===== config.mk =====
export PLATFORM = sky130hd
export DESIGN_NAME = spi_master_seq
export DESIGN_NICKNAME = d
export VERILOG_FILES = /design/src/rtl/spi_master_seq.sv
export SDC_FILE = /design/constraint.sdc
export NUM_CORES = 1
export LEC_CHECK = 0
export ABC_AREA = 0
export ABC_CLOCK_PERIOD_IN_PS = 1600
export CAP_MARGIN = 20
export CORE_MARGIN = 3
export CORE_UTILIZATION = 47
export CTS_CLUSTER_DIAMETER = 40
export CTS_CLUSTER_SIZE = 30
export DETAILED_ROUTE_END_ITERATION = 10
export PLACE_DENSITY = 0.8
export SKIP_LAST_GASP = 1
export SYNTH_ARGS = -nofsm -noshare
export SYNTH_HDL_FRONTEND = slang
export SYNTH_SLANG_ARGS = --single-unit

===== constraint.sdc =====
create_clock -name i_clk -period 1.6 [get_ports i_clk]
set_input_delay 0.24 -clock i_clk [delete_from_list [all_inputs] [get_ports i_clk]]
set_output_delay 0.24 -clock i_clk [all_outputs]
set_load 0.005 [all_outputs]

===== src/rtl/spi_master_seq.sv =====
// rtl/spi_master_seq.sv - SPI master sequencer for the SPI-RAM command port.
// Serializes {op, payload} frames, captures read-data replies, rejects unpaired reads.
module spi_master_seq #(
  parameter int RD_WAIT = 3,
  parameter int GAP     = 1
) (
  input  logic       i_clk,
  input  logic       i_rst,
  input  logic       i_cmd_valid,
  output logic       o_cmd_ready,
  input  logic [1:0] i_cmd_op,
  input  logic [7:0] i_cmd_data,
  output logic       o_rsp_valid,
  output logic [7:0] o_rsp_data,
  output logic       o_err,
  output logic       o_busy,
  output logic       o_ss_n,
  output logic       o_mosi,
  input  logic       i_miso
);

  localparam logic [2:0] S_IDLE    = 3'd0;
  localparam logic [2:0] S_START   = 3'd1;
  localparam logic [2:0] S_SHIFT   = 3'd2;
  localparam logic [2:0] S_WAIT    = 3'd3;
  localparam logic [2:0] S_CAPTURE = 3'd4;
  localparam logic [2:0] S_END     = 3'd5;

  localparam logic [1:0] OP_RD_ADDR = 2'b10;
  localparam logic [1:0] OP_RD_DATA = 2'b11;

  localparam logic [3:0] L_WAIT_LAST = 4'(RD_WAIT - 1);
  localparam logic [3:0] L_GAP_LAST  = 4'(GAP - 1);

  logic [2:0] r_state;
  logic [3:0] r_cnt;
  logic [9:0] r_frame;
  logic [6:0] r_shift;
  logic       r_rd_pending;
  logic       r_rsp_valid;
  logic [7:0] r_rsp_data;
  logic       r_err;

  logic w_accept;
  logic w_reject;
  logic w_ss_n;
  logic w_mosi;

  assign w_accept = i_cmd_valid && (r_state == S_IDLE);
  assign w_reject = w_accept && (i_cmd_op == OP_RD_DATA) && !r_rd_pending;

  always_ff @(posedge i_clk or posedge i_rst) begin
    if (i_rst) begin
      r_state      <= S_IDLE;
      r_cnt        <= 4'd0;
      r_frame      <= 10'd0;
      r_shift      <= 7'd0;
      r_rd_pending <= 1'b0;
      r_rsp_valid  <= 1'b0;
      r_rsp_data   <= 8'h00;
      r_err        <= 1'b0;
    end else begin
      r_err       <= w_reject;
      r_rsp_valid <= 1'b0;
      case (r_state)
        S_IDLE: begin
          if (w_accept && !w_reject) begin
            // Read-data frames carry zero dummy bits regardless of the payload.
            r_frame <= {i_cmd_op, (i_cmd_op == OP_RD_DATA) ? 8'h00 : i_cmd_data};
            r_state <= S_START;
          end
        end
        S_START: begin
          r_cnt   <= 4'd9;
          r_state <= S_SHIFT;
        end
        S_SHIFT: begin
          if (r_cnt == 4'd0) begin
            if (r_frame[9:8] == OP_RD_DATA) begin
              r_cnt   <= L_WAIT_LAST;
              r_state <= S_WAIT;
            end else begin
              if (r_frame[9:8] == OP_RD_ADDR) r_rd_pending <= 1'b1;
              r_cnt   <= L_GAP_LAST;
              r_state <= S_END;
            end
          end else begin
            r_cnt <= r_cnt - 4'd1;
          end
        end
        S_WAIT: begin
          if (r_cnt == 4'd0) begin
            r_cnt   <= 4'd7;
            r_state <= S_CAPTURE;
          end else begin
            r_cnt <= r_cnt - 4'd1;
          end
        end
        S_CAPTURE: begin
          r_shift <= {r_shift[5:0], i_miso};
          if (r_cnt == 4'd0) begin
            r_rsp_data   <= {r_shift, i_miso};
            r_rsp_valid  <= 1'b1;
            r_rd_pending <= 1'b0;
            r_cnt        <= L_GAP_LAST;
            r_state      <= S_END;
          end else begin
            r_cnt <= r_cnt - 4'd1;
          end
        end
        S_END: begin
          if (r_cnt == 4'd0) r_state <= S_IDLE;
          else               r_cnt   <= r_cnt - 4'd1;
        end
        default: r_state <= S_IDLE;
      endcase
    end
  end

  always_comb begin
    w_ss_n = 1'b1;
    w_mosi = 1'b0;
    case (r_state)
      S_START: begin
        w_ss_n = 1'b0;
        w_mosi = r_frame[9];
      end
      S_SHIFT: begin
        w_ss_n = 1'b0;
        w_mosi = r_frame[r_cnt];
      end
      S_WAIT, S_CAPTURE: w_ss_n = 1'b0;
      default: begin
        w_ss_n = 1'b1;
        w_mosi = 1'b0;
      end
    endcase
  end

  assign o_cmd_ready = (r_state == S_IDLE);
  assign o_busy      = (r_state != S_IDLE);
  assign o_ss_n      = w_ss_n;
  assign o_mosi      = w_mosi;
  assign o_rsp_valid = r_rsp_valid;
  assign o_rsp_data  = r_rsp_data;
  assign o_err       = r_err;

endmodule


# Word-level counts from Yosys, hierarchy flattened
# Index checks and enable logic that the tools add are counted.
[totals]
word_cells = 68
register_bits = 35
output_inout_bits = 14
[op_classes]
addsub = 1
order_cmp = 1
n_reduce_logical = 17
mux = 25
eq_ne = 16
[op_table]
columns = ["operator", "n"]
rows = [
  ["one-hot mux 4 bit (5 select lines)", 1],
  ["two-way mux 3 bit", 6],
  ["one-hot mux 3 bit (6 select lines)", 1],
  ["two-way mux 4 bit", 4],
  ["inequality test 2 bit, second input constant", 7],
  ["AND reduction 5 bit", 2],
  ["two-way mux 1 bit", 8],
  ["two-way mux 8 bit", 1],
  ["== test 2 bit, second input constant", 3],
  ["== test 3 x 2 -> 1 bit, second input constant", 2],
  ["== test 3 bit, second input constant", 2],
  ["AND reduction 2 bit", 3],
  ["< comparator 4 x 5 -> 1 bit, second input constant", 1],
  ["nonzero test 5 bit", 1],
  ["binary-select mux 1 bit (select 4 bit)", 1],
  ["logical AND 1 bit", 4],
  ["logical NOT 4 bit", 1],
  ["one-hot mux 1 bit (2 select lines)", 2],
  ["OR reduction 4 bit", 1],
  ["subtractor 4 x 1 -> 4 bit, second input constant", 1],
  ["== test 3 x 1 -> 1 bit, second input constant", 1],
  ["logical NOT 3 bit", 1],
  ["nonzero test 3 bit", 1],
  ["logical NOT 1 bit", 2],
  ["other kinds (3)", 3],
]

# Depth between registers and ports, before layout
# Gate-level depths: netlist (run 1).
[logic_depth]
word_depth = 8
ltp_mapped = 7

# Worst setup path after synthesis (run 1)
# No wires, ideal clock.
[synth_path]
kind = "register -> register"
from = "register r_cnt[0]"
to = "register r_rsp_data[1], in the netlist o_rsp_data[1]"
setup_slack_ns = -0.092
stages_incl_launch_ff = 7
period_less_slack_ns = 1.692
arrival_time_ns = 1.564
required_ns = 1.472
n_path_buf = 1
setup_time_ns = 0.128
cell_sequence = "dfrtp_1 clkbuf_1 inv_1 ha_1 nor3b_4 nand2_4 mux2_1"
[synth_via]
elab_chain_cells = 2
[synth_rtl]
columns = ["item", "line", "source"]
rows = [
  ["from (decl)", "36", "logic [3:0] r_cnt;"],
  ["from (signal assigned)", "88", "r_cnt <= r_cnt - 4'd1;"],
  ["from (signal assigned)", "96", "r_cnt <= r_cnt - 4'd1;"],
  ["from (signal assigned)", "108", "r_cnt <= r_cnt - 4'd1;"],
  ["logical NOT 4 bit", "101", "if (r_cnt == 4'd0) begin"],
  ["AND reduction 2 bit (no source line)", "n/a", ""],
  ["to (signal assigned)", "102", "r_rsp_data <= {r_shift, i_miso};"],
  ["to (decl)", "41", "logic [7:0] r_rsp_data;"],
]
# No other way between the ends.
# A chain may end at the register's enable or synchronous reset.

# Worst setup path in the final report (run 1)
[layout_path]
from = "register r_cnt[1]"
to = "output port o_mosi"
[layout_via]
elab_chain_cells = 3
[layout_rtl]
columns = ["item", "line", "source"]
rows = [
  ["binary-select mux 1 bit (select 4 bit)", "130", "w_mosi = r_frame[r_cnt];"],
  ["two-way mux 1 bit (implied by the code)", "130", ""],
  ["one-hot mux 1 bit (2 select lines)", "123", "case (r_state)"],
  ["to (decl)", "18", "output logic o_mosi,"],
]
# No other way between the ends. The select of a mux whose other input is x is not followed.

==> results.ini, run 1 <==
[status]
status=finished, violations left
violations=negative setup slack

[timing]
finalCritPeriodShare_pct=125
tns_ns=-4.27
hold_violations=0
rsz0062_at_grt=true
setup_viol=35
fmax_mhz=498
period_minus_slack_ns=2.01
worst_slew_pin_slew_ns=0.454
max_slew_margin_pct=69.8
slew_violations=0
skew_ns=0.00491
whs_ns=0.292
setup_ws_ns=-0.406

[final_layout]
fin_cells=281
fin_util_pct=80.6
multiInputGateArea_um2=943
fillers=190
diodes=0
regArea_um2=878
area_delta_synth_final_pct=62.0
layout.nets=249
drive_above_1_share_pct=49.8
design_area_um2=2750

[synthesis]
synth.avg_cell_area_um2=11.3
synth_flop_cell=dfrtp_1
yosys-top-cells-area=dfrtp_1 (52%), mux2_2 (8.6%), a22o_1 (4.6%), nand2_1 (2.2%), o21ai_0 (2.1%)
yosys.area_share.simple_pct=14.4
netlist_area_um2=1700
ys_top_cells_by_count=dfrtp_1 (35), mux2_2 (13), nand2_1 (10)
synth-compound-area-share_pct=15.5
async_flop_share_pct=100
ys_types=42
synthCells=151
yosysWarnings=0
ys_ff_latch=35
seq_area_frac_synth_pct=51.5
post-synth-top-count-cell=dfrtp_1
synth_top_area_share_pct=51.5
yosys.area_share.adder_pct=0.736
synth_top_area_cell=dfrtp_1
synth_top_family_by_area=compound AO/OA/AOI/OAI gates
synthXorXnorAreaFrac_pct=0
synth_nets=166
muxShareOfSynthArea_pct=12.4
synth_edf_count=0

[place]
place_area_um2=2240
dp_hpwl_mm=2.94
dp_cells=245
numPortBuffers=27
gp_congestion=0.932

[min_path]
worstHoldPathType=input port to asynchronous set/reset pin

[setup_path]
worstPathMaxFanout=5
crit_type=register to primary output
worstPathArrival_ns=1.77
start_kind=register
cp.required_ns=1.36
endpoint_kind=primary output

[power_and_ir_drop]
p_per_area_nw_per_um2=1930
peakVddDrop_uv=1270
power_leakage_nw=1.30

[global_routing]
globalRouteOverflowTotal=0
grt_max_degree=36
grt_usage_pct=25.1
antenna_found_initial=0
grt_pass1_vias=1620
grt_pass1_wl_mm=8.02

[clock_tree]
cts-root-buf=clkbuf_4
cts_tree=yes
clkLatencyLatePin_ns=0.35
clockBufferDepth=2
htreeDepth=2
cts_hold_buf=0
cts_buffers=5
cts.sinks=35
clk_pin_slew_ns=0.11

[drt]
route.detailed.drc=0
drt-vias-per-instance=5.65
drtPass1Iterations=6
post_drt_wl_per_cell_um=19.0
ant_nets=0
wl_mm=5.34
num_vias=1587
drt-initial-drc-count=170

[floorplan]
die-area_um2=4370
rows=21
start_util_pct=49.7
die_y_um=66.1
die_w_um=66.1
ios=28
core_um2=3420

[flow_run]
drv_cap=0

report_power, final:
part / internal, W / total (W) / switching (W)
Combinational: 0.00190 / 0.00342 / 0.00151
Clock: 0.000163 / 0.000474 / 0.000310
Sequential: 0.00117 / 0.00141 / 0.000243
Total: 0.00324 / 0.00530 / 0.00207
final timing paths:
check,start,to,slack (ns),depth (start not counted)
worst max-delay path,r_cnt[1],o_mosi,-0.41,5
worst max register to register,r_state[2],r_frame[3],-0.19,8
worst min-delay path,i_rst,r_state[0],0.29,3
max in group asynchronous,i_rst,r_cnt[0],0.96,3
worst min register to register,r_rd_pending,o_err,0.52,1
min in group i_clk,i_cmd_data[5],r_frame[5],0.49,2
kinds of logic (layout without fill, tap and decap cells):
kind of cell,count (synthesis),after routing
AOI/OAI and AO/OA,37,37
adders and majority gates,1,1
buffers and inverters,18,100
DFF,35,35
muxes,18,18
and+or+nand+nor,42,44
repair_timing:
| action | 4_1_cts | 5_1_grt |
|---|---|---|
| setup endpoints to repair | 32 | 37 |
| gates cloned | 2 | 0 |
| pin swaps | 9 | 16 |
| resized for setup | 40 | 44 |
| setup buffers | 10 | 17 |
state kept, by name, summed over array words and instances, names as in the netlist:
name	cells
o_err	1
o_rsp_data	8
o_rsp_valid	1
r_cnt	4
r_frame	10
r_rd_pending	1
r_shift	7
r_state	3
per-stage QoR:
stage | total power [W] | setup WS (ns)
after floorplan | 0.00265 | 0.00514
after global placement | 0.00350 | -0.378
after detailed placement | 0.00363 | -0.416
after CTS | 0.00455 | -0.352
after global routing | 0.00562 | -0.478
final | 0.00530 | -0.406
cells in the final DEF (no fill, tap or decap), drive strengths merged, types with 4 or more instances in the layout:
cell type      synthesis  layout
clkbuf                 4       5
nor3                   4       4
nor2                  10      10
nand2                 12      13
a21oi                  7       7
o21ai                  7       7
mux2                  15      15
clkdlybuf4s50          0      23
a22o                   9       9
buf                    7      60
dfrtp                 35      35
inv                    7       7
critical path: stages (launching register included):
cell       delay, ns
dfrtp_2         0.47
nor2b_2         0.16
a2111oi_2       0.08
or4_1           0.41
o22ai_1         0.15
buf_2           0.14
final cells by class:
class                   count  share of cell area [%]
clock inverters             3                   0.545
inverters                   7                    1.23
clock buffers               5                    1.36
flip-flops and latches     35                    31.9
repair buffers             85                    28.6
well taps                  46                    2.09
multi-input cells         100                    34.3
metal layers:
metal  global-route usage (%)  vias to the layer above  wire length (µm)
met4                     10.2                        0               130
met2                     43.1                       68              2730
met1                     29.8                      786              2140
met5                        0                        -                 0
met3                     6.12                       15               341
li1                         -                      718                 -
Power figures use the tool's default switching activity.
==> run 2: changes to the inputs <==
--- a/config.mk
+++ b/config.mk
@@ -8,12 +8,14 @@
 export ABC_AREA = 0
 export ABC_CLOCK_PERIOD_IN_PS = 1600
 export CAP_MARGIN = 20
+export CELL_PAD_IN_SITES_DETAIL_PLACEMENT = 0
+export CELL_PAD_IN_SITES_GLOBAL_PLACEMENT = 1
 export CORE_MARGIN = 3
-export CORE_UTILIZATION = 47
+export CORE_UTILIZATION = 37
 export CTS_CLUSTER_DIAMETER = 40
-export CTS_CLUSTER_SIZE = 30
+export CTS_CLUSTER_SIZE = 24
 export DETAILED_ROUTE_END_ITERATION = 10
-export PLACE_DENSITY = 0.8
+export PLACE_DENSITY = 0.79
 export SKIP_LAST_GASP = 1
 export SYNTH_ARGS = -nofsm -noshare
 export SYNTH_HDL_FRONTEND = slang
==> run 2 against run 1 <==
  * The run still ends with negative setup slack left
  * Cell count grew 0.36%
  * Setup slack gained 0.066 ns
  * Register-to-register slack lost 0.05 ns
  * Non-clock buffer count shrank 3
  * Utilization shrank 18 points
  * Cell area shrank 0.55%
  * Sequential share of layout area grew 0.13 points
  * Wire length shrank 16%
  * Die area grew 24%
  * Combinational power shrank 4%
  * Highest routed layer unchanged
==> results.ini, run 2 (synthesized netlist as in run 1, its figures left out) <==
[final_layout]
fin_util_pct=62.4  ; was 80.6%
layout.nets=246  ; was 249
diodes=0  ; unchanged
final_cell_mix=buf_4 (35), dfrtp_1 (34), clkdlybuf4s50_1 (23)  ; was buf_4 (40), dfrtp_1 (33), clkdlybuf4s50_1 (23)
fin_cells=282  ; was 281
regArea_um2=877  ; was 878 µm²
largest_reg_flops=10  ; unchanged
top_register=r_frame  ; unchanged
design_area_um2=2740  ; was 2750 µm²
drive_above_1_share_pct=50.4  ; was 49.8%
final_common_cell=buf_4  ; unchanged
area_delta_synth_final_pct=61.1  ; was 62.0%
multiInputGateArea_um2=926  ; was 943 µm²
fillers=353  ; was 190

[drt]
num_vias=1471  ; was 1587
ant_nets=0  ; unchanged
drt-vias-per-instance=5.22  ; was 5.65
wl_mm=4.49  ; was 5.34 mm
drtPass1Iterations=4  ; was 6
post_drt_wl_per_cell_um=15.9  ; was 19.0 µm
route.detailed.drc=0  ; unchanged
drt-initial-drc-count=92  ; was 170

[timing]
fmax_mhz=515  ; was 498 MHz
worst_slew_pin_slew_ns=0.441  ; was 0.454 ns
setup_ws_ns=-0.340  ; was -0.406 ns
setup_viol=24  ; was 35
hold_violations=0  ; unchanged
finalCritPeriodShare_pct=121  ; was 125%
skew_ns=0.00444  ; was 0.00491 ns
rsz0062_at_grt=true  ; unchanged
slew_violations=0  ; unchanged
max_slew_margin_pct=70.6  ; was 69.8%
period_minus_slack_ns=1.94  ; was 2.01 ns

[global_routing]
grt_usage_pct=17.9  ; was 25.1%
grt_pass1_wl_mm=7.38  ; was 8.02 mm
antenna_found_initial=0  ; unchanged
grt_pass1_vias=1554  ; was 1620
grt_max_degree=36  ; unchanged
globalRouteOverflowTotal=0  ; unchanged

[power_and_ir_drop]
power_w=0.00524  ; was 0.00530 W
peakVddDrop_uv=827  ; was 1270 µV
power_leakage_nw=1.26  ; was 1.30 nW
p_per_area_nw_per_um2=1910  ; was 1930 nW/µm²

[place]
dp_cells=256  ; was 245
place_area_um2=2280  ; was 2240 µm²
dp_hpwl_mm=2.92  ; was 2.94 mm
gp_congestion=0.898  ; was 0.932
numPortBuffers=27  ; unchanged

[clock_tree]
clk_pin_slew_ns=0.07  ; was 0.11 ns
cts-root-buf=clkbuf_8  ; was clkbuf_4
clkLatencyLatePin_ns=0.28  ; was 0.35 ns
clockBufferDepth=2  ; unchanged
cts.sinks=35  ; unchanged
htreeDepth=2  ; unchanged
cts_tree=yes  ; unchanged
cts_buffers=5  ; unchanged
cts_hold_buf=0  ; unchanged

[setup_path]
cp.depth=5  ; unchanged
r2r_cells=9  ; was 8
r2r_start=r_cnt[0]  ; was r_state[2]
cp-startpoint=r_cnt[1]  ; unchanged
critPathMaxStageDelay_ns=0.49  ; was 0.47 ns
cpMaxStageDelayCell=mux4_2  ; was dfrtp_2
rrSetupSlack_ns=-0.24  ; was -0.19 ns
start_kind=register  ; unchanged
worstPathMaxFanout=5  ; unchanged
path_buf_inv=2  ; was 1
cp.required_ns=1.36  ; about the same
worstPathArrival_ns=1.70  ; was 1.77 ns
endpoint_kind=primary output  ; unchanged
crit_path_cell_trace=buf_4 -> mux4_2 -> o21ai_2 -> o22ai_2 -> buf_2  ; was nor2b_2 -> a2111oi_2 -> or4_1 -> o22ai_1 -> buf_2
cpLargestDelayFamily=multiplexers  ; was simple AND/OR/NAND/NOR gates
crit_type=register to primary output  ; unchanged

[floorplan]
start_util_pct=38.8  ; was 49.7%
die_y_um=73.8  ; was 66.1 µm
die-area_um2=5440  ; was 4370 µm²
core_um2=4380  ; was 3420 µm²
ios=28  ; unchanged
rows=24  ; was 21
die_w_um=73.8  ; was 66.1 µm

[status]
status=finished, violations left  ; unchanged
violations=negative setup slack  ; unchanged

[min_path]
worstHoldPathType=input port to asynchronous set/reset pin  ; unchanged

[flow_run]
drv_cap=0  ; unchanged

==> run 2: cell count changes in the layout (fill, tap and decap cells not counted), moves of 3 or more <==
cell,change
mux2_2,+6
mux2_4,-6
buf_4,-5
clkbuf_4,-5
clkbuf_8,+5
buf_2,+3
clkinv_2,-3
==> run 2: path summary, 6_finish.rpt <==
| kind | end |
|---|---|
| min | r_frame[7] |
| max in group asynchronous | r_cnt[2] |
| max reg2reg | r_cnt[1] |
| min reg2reg | o_rsp_data[4] |
| min in group i_clk | o_rsp_data[4] |
| max | o_mosi |
==> run 2: routing by layer <==
layer / wire [µm] / up-vias / global-route usage, %
li1: - / 698 / -
met1: 1830 / 738 / 21.6
met2: 2410 / 25 / 31.2
met3: 147 / 10 / 4.38
met4: 97 / 0 / 5.84
met5: 0 / - / 0
==> run 2: worst min-delay path, cell delays in order <==
cell and delay (ns):
clkdlybuf4s50_1 0.39, inv_1 0.05, buf_4 0.39
==> run 2: final cells by class <==
type                            instances  area share (%)
Timing Repair Buffer                   82            27.7
Clock buffer                            5            2.51
Inverter                                7            1.23
Multi-Input combinational cell        100            33.8
Clock inverter                          1           0.274
Tap cell                               52            2.38
Sequential cell                        35            32.0
==> run 2: power by group <==
group          total (W)  switching [W]  internal [W]
logic            0.00328        0.00141       0.00187
clock network   0.000586       0.000297      0.000289
registers        0.00137       0.000205       0.00117
==> run 2: repair_timing <==
| action | in CTS | in global routing |
|---|---|---|
| pin swaps | 18 | 17 |
| gates resized for setup | 44 | 42 |
| setup buffers | 12 | 11 |
| setup endpoints to repair | 35 | 37 |
| gates cloned | 2 | 0 |
==> run 2: through the flow <==
| step | TNS (ns) | setup slack, ns | hold slack, ns |
|---|---|---|---|
| after floorplan | 0 | 0.00514 | 0.373 |
| after global placement | -2.52 | -0.307 | 0.486 |
| after detailed placement | -3.48 | -0.409 | 0.497 |
| after CTS | -2.04 | -0.393 | 0.374 |
| after global routing | -3.97 | -0.403 | 0.424 |
| final | -2.01 | -0.340 | 0.365 |
